**config.mk**
```make
export PLATFORM = sky130hd
export DESIGN_NAME = sprite_line_fetch
export DESIGN_NICKNAME = d
export VERILOG_FILES = /design/src/rtl/sprite_line_fetch.sv
export SDC_FILE = /design/constraint.sdc
export NUM_CORES = 1
export LEC_CHECK = 0
export BUFFER_PORTS_ARGS = -buffer_cell sky130_fd_sc_hd__buf_2
export CORE_MARGIN = 3
export CORE_UTILIZATION = 30
export CTS_CLUSTER_DIAMETER = 50
export DETAILED_ROUTE_END_ITERATION = 7
export HOLD_SLACK_MARGIN = 0.15
export REMOVE_ABC_BUFFERS = 1
export SETUP_SLACK_MARGIN = 0.02
export SLEW_MARGIN = 20
export SYNTH_ARGS = -nofsm -noshare
export SYNTH_HDL_FRONTEND = slang
export SYNTH_SLANG_ARGS = --single-unit
export TNS_END_PERCENT = 20
```
**constraint.sdc**
```tcl
create_clock -name clk -period 3.9 [get_ports clk]
set_input_delay 0.78 -clock clk [delete_from_list [all_inputs] [get_ports clk]]
set_output_delay 0.78 -clock clk [all_outputs]
set_load 0.1 [all_outputs]
```
**src/rtl/sprite_line_fetch.sv**
```systemverilog
// sprite_line_fetch
//
// Walks the per-line object list from the highest entry down to entry 0.
// For each valid entry it reads the sprite's OAM attribute word, works out
// which 16-pixel row of the sprite falls on the current line, reads that
// row, and writes its non-transparent pixels into the line buffer. Because
// entries are visited in descending order, lower OAM indices are written
// last and so win overlapping pixels.
//
// Ports
//   clk            rising-edge clock
//   reset          asynchronous, active-high reset
//   obj_list       MAX_OBJ packed entries of OAM_ADDR_SIZE+1 bits each;
//                  entry i sits at [i*(OAM_ADDR_SIZE+1) +: OAM_ADDR_SIZE+1],
//                  bit 0 = valid, upper bits = OAM index
//   line_prepared  high while the object list for the current line is stable;
//                  its rising edge starts a fetch, dropping it aborts one
//   sy             current line number, latched when a fetch starts
//   oam_addr       OAM read address (registered)
//   oam_data       OAM word, valid one cycle after oam_addr:
//                  [30] y-flip [29] x-flip [28] priority [27:18] ypos
//                  [17:8] xpos [7:0] spriteref ([31] enable is not used)
//   spr_addr       sprite row address {spriteref, row} (registered)
//   spr_data       16 pixels x 4 bits, pixel p at [4p+3:4p], valid one cycle
//                  after spr_addr
//   lb_we          line buffer write strobe (registered)
//   lb_waddr       line buffer x address
//   lb_wdata       {priority, colour[3:0]}
//   line_done      every sprite of the current line has been drawn
//
// Timing: a valid entry costs 20 cycles (SCAN, OAM_WAIT, ATTR, ROW_WAIT and
// 16 DRAW cycles), an invalid entry costs one SCAN cycle. No line buffer clear
// is done here; the consumer clears on read.

module sprite_line_fetch #(
  parameter int MAX_OBJ       = 32,
  parameter int OAM_ADDR_SIZE = 6,
  parameter int LINE_WIDTH    = 640
) (
  input  logic                                 clk,
  input  logic                                 reset,
  input  logic [MAX_OBJ*(OAM_ADDR_SIZE+1)-1:0] obj_list,
  input  logic                                 line_prepared,
  input  logic [9:0]                           sy,
  output logic [OAM_ADDR_SIZE-1:0]             oam_addr,
  input  logic [31:0]                          oam_data,
  output logic [11:0]                          spr_addr,
  input  logic [63:0]                          spr_data,
  output logic                                 lb_we,
  output logic [9:0]                           lb_waddr,
  output logic [4:0]                           lb_wdata,
  output logic                                 line_done
);

  localparam int               ENTRY_W  = OAM_ADDR_SIZE + 1;
  localparam int               IDX_W    = (MAX_OBJ > 1) ? $clog2(MAX_OBJ) : 1;
  localparam logic [IDX_W-1:0] LAST_IDX = IDX_W'(MAX_OBJ - 1);
  localparam logic [10:0]      X_LIMIT  = 11'(LINE_WIDTH);

  typedef enum logic [2:0] {
    IDLE,
    SCAN,
    OAM_WAIT,
    ATTR,
    ROW_WAIT,
    DRAW,
    DONE
  } state_t;

  state_t state, next_state;

  logic             lp_prev;     // line_prepared one cycle ago, for edge detect
  logic [9:0]       sy_q;        // line number latched at fetch start
  logic [IDX_W-1:0] idx;         // object list entry being processed
  logic [3:0]       pix_cnt;     // pixel position within the sprite row
  logic             x_flip_q;
  logic             prio_q;
  logic [9:0]       xpos_q;
  logic [63:0]      spr_row_q;   // sprite row held for the rest of DRAW

  logic             start;
  logic             abort;
  logic [ENTRY_W-1:0] entry;
  logic             entry_valid;
  logic             last_entry;
  logic [9:0]       y_diff;
  logic [3:0]       row;
  logic [63:0]      row_bits;
  logic [3:0]       pix_sel;
  logic [3:0]       pixel;
  logic [10:0]      pix_x;
  logic             pix_write;

  // ---------------------------------------------------------------------------
  // Combinational decode
  // ---------------------------------------------------------------------------
  // NOTE: every signal assigned in an always_comb gets a value on every path
  // (defaults first), otherwise synthesis infers a latch.
  always_comb begin
    start       = line_prepared & ~lp_prev;
    abort       = (state != IDLE) & ~line_prepared;
    entry       = obj_list[int'(idx)*ENTRY_W +: ENTRY_W];
    entry_valid = entry[0];
    last_entry  = (idx == '0);

    // Row within the sprite: low four bits of the 10-bit line difference,
    // mirrored for y-flip (~row == 15 - row for a 4-bit value).
    y_diff = sy_q - oam_data[27:18];
    row    = oam_data[30] ? ~y_diff[3:0] : y_diff[3:0];

    // On the first DRAW cycle the row is taken straight from spr_data and
    // captured at the same time; later cycles use the held copy, so the
    // sprite memory may change its output once DRAW has started.
    row_bits  = (pix_cnt == 4'd0) ? spr_data : spr_row_q;
    pix_sel   = x_flip_q ? ~pix_cnt : pix_cnt;
    pixel     = row_bits[{pix_sel, 2'b00} +: 4];
    pix_x     = {1'b0, xpos_q} + {7'd0, pix_cnt};
    // Colour 0 is transparent; pixels past the right edge are clipped.
    // Dropping line_prepared suppresses the write that would follow.
    pix_write = (state == DRAW) && line_prepared &&
                (pixel != 4'd0) && (pix_x < X_LIMIT);
  end

  // ---------------------------------------------------------------------------
  // State register
  // ---------------------------------------------------------------------------
  // NOTE: asynchronous reset: the FSM and every output register return to
  // their idle values the moment reset is asserted, without waiting for clk.
  always_ff @(posedge clk or posedge reset) begin
    if (reset) begin
      state <= IDLE;
    end else begin
      state <= next_state;
    end
  end

  // ---------------------------------------------------------------------------
  // Next-state logic
  // ---------------------------------------------------------------------------
  always_comb begin
    next_state = state;
    unique case (state)
      IDLE:     if (start) next_state = SCAN;
      SCAN: begin
        if (entry_valid)     next_state = OAM_WAIT;
        else if (last_entry) next_state = DONE;
      end
      OAM_WAIT: next_state = ATTR;
      ATTR:     next_state = ROW_WAIT;
      ROW_WAIT: next_state = DRAW;
      DRAW: begin
        if (pix_cnt == 4'd15) next_state = last_entry ? DONE : SCAN;
      end
      DONE:     next_state = DONE;
      default:  next_state = IDLE;
    endcase
    // Losing line_prepared anywhere outside IDLE abandons the line; in DONE
    // this is also the normal way back to IDLE.
    if (abort) next_state = IDLE;
  end

  // ---------------------------------------------------------------------------
  // Datapath and output registers
  // ---------------------------------------------------------------------------
  // NOTE: sequential state uses non-blocking assignments only, so every
  // register samples the values from before this clock edge.
  always_ff @(posedge clk or posedge reset) begin
    if (reset) begin
      lp_prev   <= 1'b1;   // a line_prepared already high at release is not an edge
      sy_q      <= '0;
      idx       <= '0;
      pix_cnt   <= '0;
      x_flip_q  <= 1'b0;
      prio_q    <= 1'b0;
      xpos_q    <= '0;
      spr_row_q <= '0;
      oam_addr  <= '0;
      spr_addr  <= '0;
      lb_we     <= 1'b0;
      lb_waddr  <= '0;
      lb_wdata  <= '0;
      line_done <= 1'b0;
    end else begin
      lp_prev <= line_prepared;

      unique case (state)
        IDLE: begin
          if (start) begin
            sy_q <= sy;
            idx  <= LAST_IDX;
          end
        end
        SCAN: begin
          if (entry_valid) begin
            oam_addr <= entry[ENTRY_W-1:1];
          end else if (!last_entry) begin
            idx <= idx - 1'b1;
          end
        end
        ATTR: begin
          x_flip_q <= oam_data[29];
          prio_q   <= oam_data[28];
          xpos_q   <= oam_data[17:8];
          spr_addr <= {oam_data[7:0], row};
        end
        ROW_WAIT: begin
          pix_cnt <= 4'd0;
        end
        DRAW: begin
          pix_cnt <= pix_cnt + 4'd1;
          if (pix_cnt == 4'd0) spr_row_q <= spr_data;
          if (pix_cnt == 4'd15 && !last_entry) idx <= idx - 1'b1;
        end
        default: ;
      endcase

      // Each pixel is written one cycle after its DRAW cycle.
      lb_we <= pix_write;
      if (state == DRAW) begin
        lb_waddr <= pix_x[9:0];
        lb_wdata <= {prio_q, pixel};
      end

      line_done <= (next_state == DONE);
    end
  end

endmodule

```
# Word level (Yosys, flattened, before mapping)
# Index checks and enable logic that the tools add are counted.
# word_totals
mem_bits_ro	0
input_bits	333
output_inout_bits	35
latch_bits	0
ramBits	0
memories	0
ff_bits	128
# classes
mux	16
div	0
bitwise	6
shift	2
reduce_logical	15
addsub	4
order_cmp	1
multipliers	1
n_eq_ne	12
# ops
operator	count
$shiftx A224 B9 Y7	1
$mux W64	1
$shiftx A64 B7 Y4	1
$pmux W3 S7	1
$mux W5	4
$mux W3	6
$pmux W5 S3	1
$eq A3 B3 Y1 const B	4
$add A10 B4 Y11	1
$lt A11 B10 Y1 const B	1
$mul A5 B3 Y8 const B	1
$mux W4	2
$not A4 Y4	2
$pmux W4 S2	1
$eq A3 B2 Y1 const B	2
$ne A2 B2 Y1 const B	3
$reduce_bool A3 Y1	2
$logic_not A5 Y1	1
$reduce_and A5 Y1	1
$sub A5 B1 Y5 const B	1
$add A4 B1 Y4 const B	1
$eq A4 B4 Y1 const B	1
$logic_and A1 B1 Y1	4
$logic_not A4 Y1	1
other kinds (10)	13

# Depth between registers and ports, before layout
# Gate-level depths: netlist of run 1.
# depth
depth_word	6
depth_mapped	9

# Worst setup path before layout of run 1
# Ideal clock, no wire load.
# synth_timing
kind	register -> register
from	register x_flip_q
to	register lb_we
arrival_time_ns	2.286
t_required_ns	3.771
path_stages_with_launch	9
slack_ns	1.484
setup_ns	0.129
path_buffers	2
path_cell_list	dfrtp_1 buf_2 xor2_1 buf_2 mux2i_1 o22ai_1 nor3_1 o211ai_1 o41a_1
# synth_between
elab_chain_cells	5
# synth_rtl
element	line	source
from (decl)	76	logic x_flip_q;
from (signal assigned)	201	x_flip_q <= oam_data[29];
$mux W4	115	pix_sel = x_flip_q ? ~pix_cnt : pix_cnt;
$shiftx A64 B7 Y4	116	pixel = row_bits[{pix_sel, 2'b00} +: 4];
$reduce_bool A4 Y1	121	(pixel != 4'd0) && (pix_x < X_LIMIT);
$logic_and A1 B1 Y1	120	pix_write = (state == DRAW) && line_prepared &&
$logic_and A1 B1 Y1	121	
via pix_write	92	logic pix_write;
to (signal assigned)	218	lb_we <= pix_write;
to (decl)	49	output logic lb_we,
# The timed path passes the listed nets, and every way through them passes these cells.
# A chain may end at the register's enable or synchronous reset.

# Worst setup path in the final report of run 1
# layout_timing
from	register idx[0]
to	register oam_addr[2]
# layout_between
elab_chain_cells	3
# layout_rtl
element	line	source
from (decl)	74	logic [IDX_W-1:0] idx;
from (signal assigned)	197	idx <= idx - 1'b1;
from (signal assigned)	212	if (pix_cnt == 4'd15 && !last_entry) idx <= idx - 1'b1;
$mul A5 B3 Y8 *	102	entry = obj_list[int'(idx)*ENTRY_W +: ENTRY_W];
$shiftx A224 B9 Y7 *	102	
$reduce_and A2 Y1 (no line)	-	
to (signal assigned)	195	oam_addr <= entry[ENTRY_W-1:1];
to (decl)	45	output logic [OAM_ADDR_SIZE-1:0] oam_addr,
# Every way passes the cells marked *; elsewhere a longest branch is shown, timed or not.

==> impl_metrics.toml, run 1 <==
[floorplan]
core_area_um2 = 26400
start_util_pct = 30.9
io_pins = 368
die_h_um = 171
fp.dieW_um = 171
dieArea_um2 = 29200
rows = 59

[place]
gp_congestion = 0.841
dp.cells = 1302
io_buffers = 354
pre_cts_ws_ns = 0.794
dpl.hpwl_um = 21400

[synthesis]
synth.yosys.seq_area_share_pct = 39.3
ys_types = 50
synth_common_cells = "dfrtp_1 (127), mux2_2 (103), mux4_2 (67), mux2i_1 (57), nand2_1 (48)"
synth-main-ff-cell = "dfrtp_1"
synthCells = 645
yosysTopAreaCellShare_pct = 39.0
yosysMostFrequentCell = "dfrtp_1"
netlist_area_um2 = 8160
async_flop_share_pct = 100
avgSynthCellArea_um2 = 12.6
ys_seq_elements = 128
synth_area_leaders = "dfrtp_1 (39%), mux4_2 (18%), mux2_2 (14%)"
synth_top_area_cell = "dfrtp_1"
synth_edf_count = 0
yosys_warnings = 0

[timing]
timing.final.ws_setup_ns = 0.924
rsz0062_at_grt = "false"
fmax_ghz = 0.336
min_period_over_period_pct = 76.3
finalSetupViolations = 0
finalHoldViolations = 0
finalMaxSlewViolations = 0
slew_headroom_pct = 38.2
skew_ns = 0.0143
tightest_slew_ns = 0.927
period_needed_ns = 2.98

[power_and_ir_drop]
power_leakage_nw = 5.32
swShare_pct = 44.2
powerDensity_nw_per_um2 = 730
seq_power_share_pct = 28.9
switching_power_mw = 3.50
max-vdd-ir-drop_mv = 0.424
clkPwrFrac_pct = 20.0
internal_power_mw = 4.42
power.total_mw = 7.93
pwr-share-comb_pct = 51.0

[clock_tree]
ctsHoldBuffers = 0
cts_sinks = 128
ctsResizeCount = 0
clk_pin_slew_ns = 0.06
cts_setup_buffers = 0
numCtsBuffers = 17
cts_tree = "done"
cts_root_buf = "clkbuf_16"
htreeDepth = 4
clock_latency_ns = 0.41
clock_path_buffers = 2

[global_routing]
grt_max_degree = 68
grt_pass1_wl_um = 39900
grt_util_all_layers_pct = 17.9
grt_pass1_vias = 7157
gr-total-overflow = 0
antenna_found_initial = 9

[critical_path]
rr_worst_depth = 6
timing.rr.start = "idx[0]$_DFFE_PP0P_"
critPathRequiredTime_ns = 4.19
ff2ff_setup_slack_ns = 0.92
setup.worst_path.class = "register to register"
worst_ep_arrival_time_ns = 3.26
reg2reg_to = "oam_addr[2]$_DFFE_PP0P_"
worstPathMaxFanout = 52
start_kind = "register"
end_kind = "register"

[layout]
area_growth_pct = 33.2
multiInputGateArea_um2 = 4690
fill_cells = 2606
final_util_pct = 41.1
layoutNonFillerInstCount = 1338
drive_above_1_share_pct = 57.9
ff_latch_area_um2 = 3210
final_nets = 1332

[route]
dr.pass1.iters = 5
wl_per_cell_um = 19.9
drc = 0
drt-initial-drc-count = 367
num_vias = 6757
via_per_inst = 5.05
totalWireLength_um = 26700
ant_nets = 0

[worst_hold_path]
hold_class = "input pin to asynchronous set/reset pin"

[status]
status = "completed"

[job]
cap_violations = 0
[layout by cell type (no fill, tap or decap), types with 3 or more instances in the layout]
master     netlist  routed
buf_2           15     354
mux4_2          67      67
buf_4            6       9
dfrtp_1        127     125
inv_1           16      15
or3_1            4       4
nand2_1         48      48
mux2_2         103     103
diode_2          0       4
and2_1           3       3
mux2i_1         57      57
a21o_1           3       3
inv_6            0       4
nor2b_1          9       9
nor2_1          25      25
o22ai_1         20      20
xor2_1           6       5
o211ai_1         6       6
clkbuf_16        0      17
nor3_1          11      11
o21ai_0         27      27
xnor2_1          9       9
a211oi_1         3       3
clkinv_2         0       4
ha_1            11      11
clkinv_4         0       4
a22oi_1          3       3
nand3_1          8       8
a32oi_1          4       4
o31ai_1          3       3
[cell families after synthesis]
kind of cell	after synthesis	synth area share (%)
AOI/OAI and AO/OA	85	7.25
xor gates and xnor gates	15	1.61
adders and majority gates	13	2.18
buffers and inverters	60	3.45
DFF	128	39.3
muxes	227	39.7
and+or+nand+nor	117	6.53
[routing by layer]
| metal | vias to the layer above | wire length (um) | share of wire (%) | global-route usage [%] |
|---|---|---|---|---|
| li1 | 3148 | - | - | - |
| met3 | 32 | 1460 | 5.5 | 4.30 |
| met2 | 237 | 14200 | 53 | 32.5 |
| met1 | 3338 | 10400 | 39 | 21.1 |
| met5 | - | 9 | 0.034 | 0 |
| met4 | 2 | 567 | 2.1 | 5.25 |
[through the flow]
stage          TNS [ns]  hold WS [ns]  area (um2)
2_1_floorplan    -40.73         0.433        7940
3_3_place_gp          0         0.455       10300
3_5_place_dp          0         0.464       10300
4_1_cts               0         0.477       10900
5_1_grt               0         0.488       10900
6_report              0         0.468       10900
[area by class of cell]
class / count / area share, %
clock inverter: 15 / 1.47
inverter: 17 / 0.633
antenna: 4 / 0.0921
sequential: 128 / 29.5
clock buffer: 17 / 3.92
tap: 335 / 3.86
multi-input combinational: 457 / 43.2
timing repair buffer: 365 / 17.3
[state kept, by name (all words and copies together), names as in the netlist]
name and flops:
pix_cnt 4, state 3, oam_addr 6, sy_q 4
x_flip_q 1, spr_addr 12, xpos_q 10, lb_waddr 10
spr_row_q 64, lp_prev 1, lb_wdata 5, prio_q 1
lb_we 1, line_done 1, idx 5
[critical path: stages (launching register included)]
cell and delay (ns):
dfrtp_4 1.01, inv_1 0.31, mux4_2 0.38, and3_4 0.22, nor3_1 0.17, o311a_2 0.37
mux2_2 0.37
[how the worst max path moves through the flow]
stage                      startpoint  cells past startpoint  slack (ns)                       to
5_1_grt            idx[0]$_DFFE_PP0P_                      6        0.60  oam_addr[2]$_DFFE_PP0P_
3_3_place_gp       idx[0]$_DFFE_PP0P_                      5        0.91  oam_addr[1]$_DFFE_PP0P_
2_1_floorplan  pix_cnt[0]$_DFFE_PP0P_                      5       -0.87          lb_we$_DFF_PP0_
3_5_place_dp       idx[0]$_DFFE_PP0P_                      6        0.79  oam_addr[2]$_DFFE_PP0P_
6_report           idx[0]$_DFFE_PP0P_                      6        0.92  oam_addr[2]$_DFFE_PP0P_
4_1_cts            idx[0]$_DFFE_PP0P_                      6        0.79  oam_addr[2]$_DFFE_PP0P_
[power by group through the flow]
stage / clock (mW) / sequential [mW] / combinational (mW)
final: 1.59 / 2.29 / 4.05
after global routing: 1.70 / 2.40 / 4.30
after CTS: 1.63 / 2.31 / 4.09
after detailed placement: 0 / 2.33 / 4.07
after global placement: 0 / 2.31 / 4.04
after floorplan: 0 / 3.44 / 2.06
Power figures use the tool's default switching activity.
==> inputs of run 2 (changes only) <==
==> constraint.sdc (replaced) <==
create_clock -name clk -period 2.6 [get_ports clk]
set_input_delay 0.52 -clock clk [delete_from_list [all_inputs] [get_ports clk]]
set_output_delay 0.52 -clock clk [all_outputs]
set_load 0.1 [all_outputs]
==> run 2 against run 1 <==
Effect of this change: first-iteration DRC count down 19%; maximum frequency up 20%; clock-buffer cell count up 3; via count up 2.6%; flip-flop and latch count unchanged.
==> impl_metrics.toml, run 2 (synthesis gave the netlist of run 1 again) <==
[floorplan]
core_area_um2 = 26400
start_util_pct = 30.9
io_pins = 368
fp.dieW_um = 171
rows = 59
dieArea_um2 = 29200
die_h_um = 171

[clock_tree]
htreeDepth = 4
cts_tree = "done"
clock_path_buffers = 2
cts_root_buf = "clkbuf_16"
clock_latency_ns = 0.42
cts_sinks = 128
numCtsBuffers = 17
ctsHoldBuffers = 0
clk_pin_slew_ns = 0.06

[place]
pre_cts_ws_ns = 0.0272
dpl.hpwl_um = 22200
gp_congestion = 0.856
io_buffers = 354
placed_cell_area_um2 = 10600

[route]
ant_nets = 0
via_per_inst = 5.04
drc = 0
num_vias = 6936
wl_per_cell_um = 19.6
dr.pass1.iters = 4
totalWireLength_um = 27000
drt-initial-drc-count = 298

[timing]
fmax_ghz = 0.403
finalMaxSlewViolations = 0
timing.final.ws_setup_ns = 0.116
skew_ns = 0.0193
slew_headroom_pct = 52.5
finalHoldViolations = 0
period_needed_ns = 2.48
tightest_slew_ns = 0.710
min_period_over_period_pct = 95.5
finalSetupViolations = 0
rsz0062_at_grt = "false"

[critical_path]
setup.worst_path.class = "register to register"
worstPathMaxFanout = 7
start_kind = "register"
end_kind = "register"
worst_ep_arrival_time_ns = 2.78
critPathRequiredTime_ns = 2.90

[layout]
largest_reg_flops = 64
stdcell_area_um2 = 11400
reg_top3 = "spr_row_q: 64 flops, spr_addr: 12 flops"
most-common-layout-cells = "buf_2 (354), dfrtp_1 (125), mux2_2 (103)"
drive_above_1_share_pct = 59.6
area_growth_pct = 39.7
final_nets = 1371
final_common_cell = "buf_2"
largest-register = "spr_row_q"

[power_and_ir_drop]
internal_power_mw = 7.35
seq_power_share_pct = 26.1
swShare_pct = 41.9
power_leakage_nw = 5.59
switching_power_mw = 5.29
max-vdd-ir-drop_mv = 0.622
powerDensity_nw_per_um2 = 1110
pwr-share-comb_pct = 52.5
power.total_mw = 12.6
clkPwrFrac_pct = 21.4

[global_routing]
antenna_found_initial = 8
grt_max_degree = 50
gr-total-overflow = 0
grt_pass1_vias = 7294
grt_pass1_wl_um = 40800
grt_util_all_layers_pct = 18.4

[status]
status = "completed"

[worst_hold_path]
hold_class = "input pin to asynchronous set/reset pin"

[job]
cap_violations = 0
-- run 2: changes by cell type in the layout (fill, tap and decap cells not counted), sizes merged --
cell / delta
buf: +39
bufinv: +3
clkbuf: +3
clkinv: -2
clkinvlp: +1
diode: -1
inv: -5
-- run 2: power groups by stage --
stage	clock network (mW)	registers [mW]	logic [mW]
2_1_floorplan	0	5.16	2.87
3_3_place_gp	0	3.35	6.48
3_5_place_dp	0	3.37	6.56
4_1_cts	2.77	3.34	6.57
5_1_grt	2.89	3.42	7.09
6_report	2.71	3.30	6.64
-- run 2: path summary, 6_finish.rpt --
kind	slack, ns	to	start	cells past startpoint
worst min-delay path	0.16	spr_addr[7]$_DFFE_PP0N_	reset	2
worst max register to register	0.12	oam_addr[2]$_DFFE_PP0P_	idx[2]$_DFFE_PP0P_	7
max in group asynchronous	1.78	lp_prev$_DFF_PP1_	reset	3
worst min register to register	0.47	lb_wdata[4]$_DFFE_PP0P_	prio_q$_DFFE_PP0N_	2
worst max-delay path	0.12	oam_addr[2]$_DFFE_PP0P_	idx[2]$_DFFE_PP0P_	7
min in group clk	0.26	lp_prev$_DFF_PP1_	line_prepared	1
-- run 2: per-stage QoR --
step                      utilization [%]  hold WS (ns)  TNS [ns]  cells
after floorplan                         -         0.433   -255.01    602
after global placement               40.2         0.456         0   1333
after detailed placement             40.2         0.461         0   1333
after CTS                            42.7         0.160         0   1365
after global routing                 43.1         0.168         0   1376
final                                43.1         0.156         0   1376
-- run 2: area by class of cell --
class	instances	area, um2
Sequential cell	128	3210
Clock inverter	12	206
Antenna cell	3	7.51
Clock buffer	20	467
Multi-Input combinational cell	457	4720
Timing Repair Buffer	404	2300
Fill cell	2539	15000
Tap cell	335	419
Inverter	17	72.6
-- run 2: layer usage --
layer	routed length, um	up-vias	global-route usage, %	part of all wire, %
li1	-	3242	-	-
met1	10700	3433	21.9	39
met2	14400	229	33.5	53
met3	1290	30	3.77	4.8
met4	623	2	5.32	2.3
met5	7	-	0	0.026
-- run 2: what timing repair did --
item,in CTS,in global routing
resized for setup,1,4
endpoints found under the setup margin,2,13
buffers inserted,0,8
-- run 2: critical path: stages (launching register included) --
cell     delay [ns]
dfrtp_1        0.41
buf_12         0.15
mux2i_1        0.19
mux4_2         0.50
and3_4         0.22
nor3_1         0.22
o311a_4        0.32
mux2_2         0.34
==> inputs of run 3 (changes only) <==
--- a/config.mk
+++ b/config.mk
@@ -5,12 +5,14 @@
 export SDC_FILE = /design/constraint.sdc
 export NUM_CORES = 1
 export LEC_CHECK = 0
+export ABC_CLOCK_PERIOD_IN_PS = 2600
 export BUFFER_PORTS_ARGS = -buffer_cell sky130_fd_sc_hd__buf_2
 export CORE_MARGIN = 3
-export CORE_UTILIZATION = 30
+export CORE_UTILIZATION = 40
 export CTS_CLUSTER_DIAMETER = 50
 export DETAILED_ROUTE_END_ITERATION = 7
 export HOLD_SLACK_MARGIN = 0.15
+export PLACE_DENSITY = 0.72
 export REMOVE_ABC_BUFFERS = 1
 export SETUP_SLACK_MARGIN = 0.02
 export SLEW_MARGIN = 20
==> run 3 against run 2 <==
Effect of this change: combinational power down 3.5%; clock skew down 0.0087 ns; die area down 24%; setup slack better by 0.029 ns; critical path type unchanged; largest power group unchanged.
==> impl_metrics.toml, run 3 (synthesis gave the netlist of run 1 again) <==
[status]
status = "completed"

[global_routing]
gr-total-overflow = 0
grt_max_degree = 65
grt_util_all_layers_pct = 24.2
grt_pass1_vias = 7261
antenna_found_initial = 4
grt_pass1_wl_um = 40500

[clock_tree]
cts_tree = "done"
cts_root_buf = "clkbuf_16"
clock_latency_ns = 0.42
numCtsBuffers = 17
clock_path_buffers = 2
cts_sinks = 128
htreeDepth = 4
clk_pin_slew_ns = 0.06

[timing]
skew_ns = 0.0107
slew_headroom_pct = 57.2
finalMaxSlewViolations = 0
rsz0062_at_grt = "false"
fmax_ghz = 0.407
min_period_over_period_pct = 94.4
finalSetupTns_ns = 0
timing.final.ws_setup_ns = 0.145
finalHoldViolations = 0
finalSetupViolations = 0
period_needed_ns = 2.45
tightest_slew_ns = 0.640
hold_slack_ns = 0.265

[critical_path]
worst_ep_arrival_time_ns = 2.75
start_kind = "register"
cp_top_family = "multiplexers"
timing.rr.start = "idx[0]$_DFFE_PP0P_"
setup.worst_path.class = "register to register"
critPathLaunch = "idx[0]$_DFFE_PP0P_"
slowest_delay_ns = 0.54
ff2ff_setup_slack_ns = 0.15
end_kind = "register"
worstPathMaxFanout = 17
crit_chain = "buf_12 -> inv_1 -> mux4_2 -> and3_4 -> nor3_1 -> o311a_2 -> mux2_2"
critPathRequiredTime_ns = 2.90
crit_slowest_cell = "dfrtp_4"
critPathBufInv = 2

[place]
pre_cts_ws_ns = 0.0880
dp.cells = 1250
gp_congestion = 0.954
dpl.hpwl_um = 22300
io_buffers = 354

[layout]
largest_reg_flops = 64
multiInputGateArea_um2 = 4700
fill_cells = 1723
reg_top3 = "spr_row_q: 64 flops, spr_addr: 12 flops"
ff_latch_area_um2 = 3210
area_growth_pct = 35.7
largest-register = "spr_row_q"
most-common-layout-cells = "buf_2 (354), dfrtp_1 (122), mux2_2 (103)"
drive_above_1_share_pct = 58.9
final_nets = 1351
final_common_cell = "buf_2"
layoutNonFillerInstCount = 1286

[floorplan]
fp.dieW_um = 149
die_h_um = 149
rows = 51
core_area_um2 = 19800
io_pins = 368
start_util_pct = 41.2
dieArea_um2 = 22100

[power_and_ir_drop]
power_leakage_nw = 5.46
power.total_mw = 12.3
powerDensity_nw_per_um2 = 1120
max-vdd-ir-drop_mv = 0.665

[route]
drt-initial-drc-count = 242
via_per_inst = 5.40
dr.pass1.iters = 5
num_vias = 6944
totalWireLength_um = 27100
drc = 0
wl_per_cell_um = 21.1
ant_nets = 0

[job]
cap_violations = 0

[worst_hold_path]
hold_class = "input pin to register"
worstHoldStart = "line_prepared"
## run 3: repair_timing
item                                    in CTS  in global routing
buffers inserted                             0                  0
endpoints found under the setup margin       1                  1
endpoints found under the hold margin       39                  0
pin swaps                                    0                  1
hold buffers                                 1                  0
resized for setup                            1                  3
## run 3: worst paths after layout
| check | to | depth (start not counted) |
|---|---|---|
| max | oam_addr[0]$_DFFE_PP0P_ | 7 |
| min | lp_prev$_DFF_PP1_ | 1 |
| max reg2reg | oam_addr[0]$_DFFE_PP0P_ | 7 |
| min reg2reg | lb_waddr[9]$_DFFE_PP0P_ | 2 |
| max in group asynchronous | spr_row_q[59]$_DFFE_PP0P_ | 4 |
| min in group asynchronous | spr_row_q[47]$_DFFE_PP0P_ | 3 |
## run 3: through the flow
step	util [%]	instance area, um2
floorplan	-	7940
CTS	55.9	11100
detailed placement	52.5	10400
finish	56.0	11100
global route	56.0	11100
global placement	52.5	10400
## run 3: power breakdown
part | total, mW | internal, mW | switching (mW)
Combinational | 6.41 | 2.60 | 3.81
Sequential | 3.31 | 2.77 | 0.544
Clock | 2.63 | 1.73 | 0.903
Total | 12.3 | 7.09 | 5.26
## run 3: area by class of cell
type / instances / area share, %
clock inverter: 13 / 1.91
tap: 265 / 2.99
antenna: 4 / 0.0904
clock buffer: 18 / 3.97
inverter: 17 / 0.622
timing repair buffer: 384 / 19.0
multi-input combinational: 457 / 42.4
sequential: 128 / 29.0
## run 3: metal layers
| layer | global-route usage [%] | up-vias | part of all wire, % | wire length, um |
|---|---|---|---|---|
| met4 | 9.75 | 0 | 3.2 | 865 |
| met1 | 30.2 | 3458 | 40 | 10900 |
| met3 | 4.95 | 41 | 5.4 | 1460 |
| met5 | 0 | - | 0 | 0 |
| met2 | 41.4 | 252 | 51 | 13900 |
| li1 | - | 3193 | - | - |
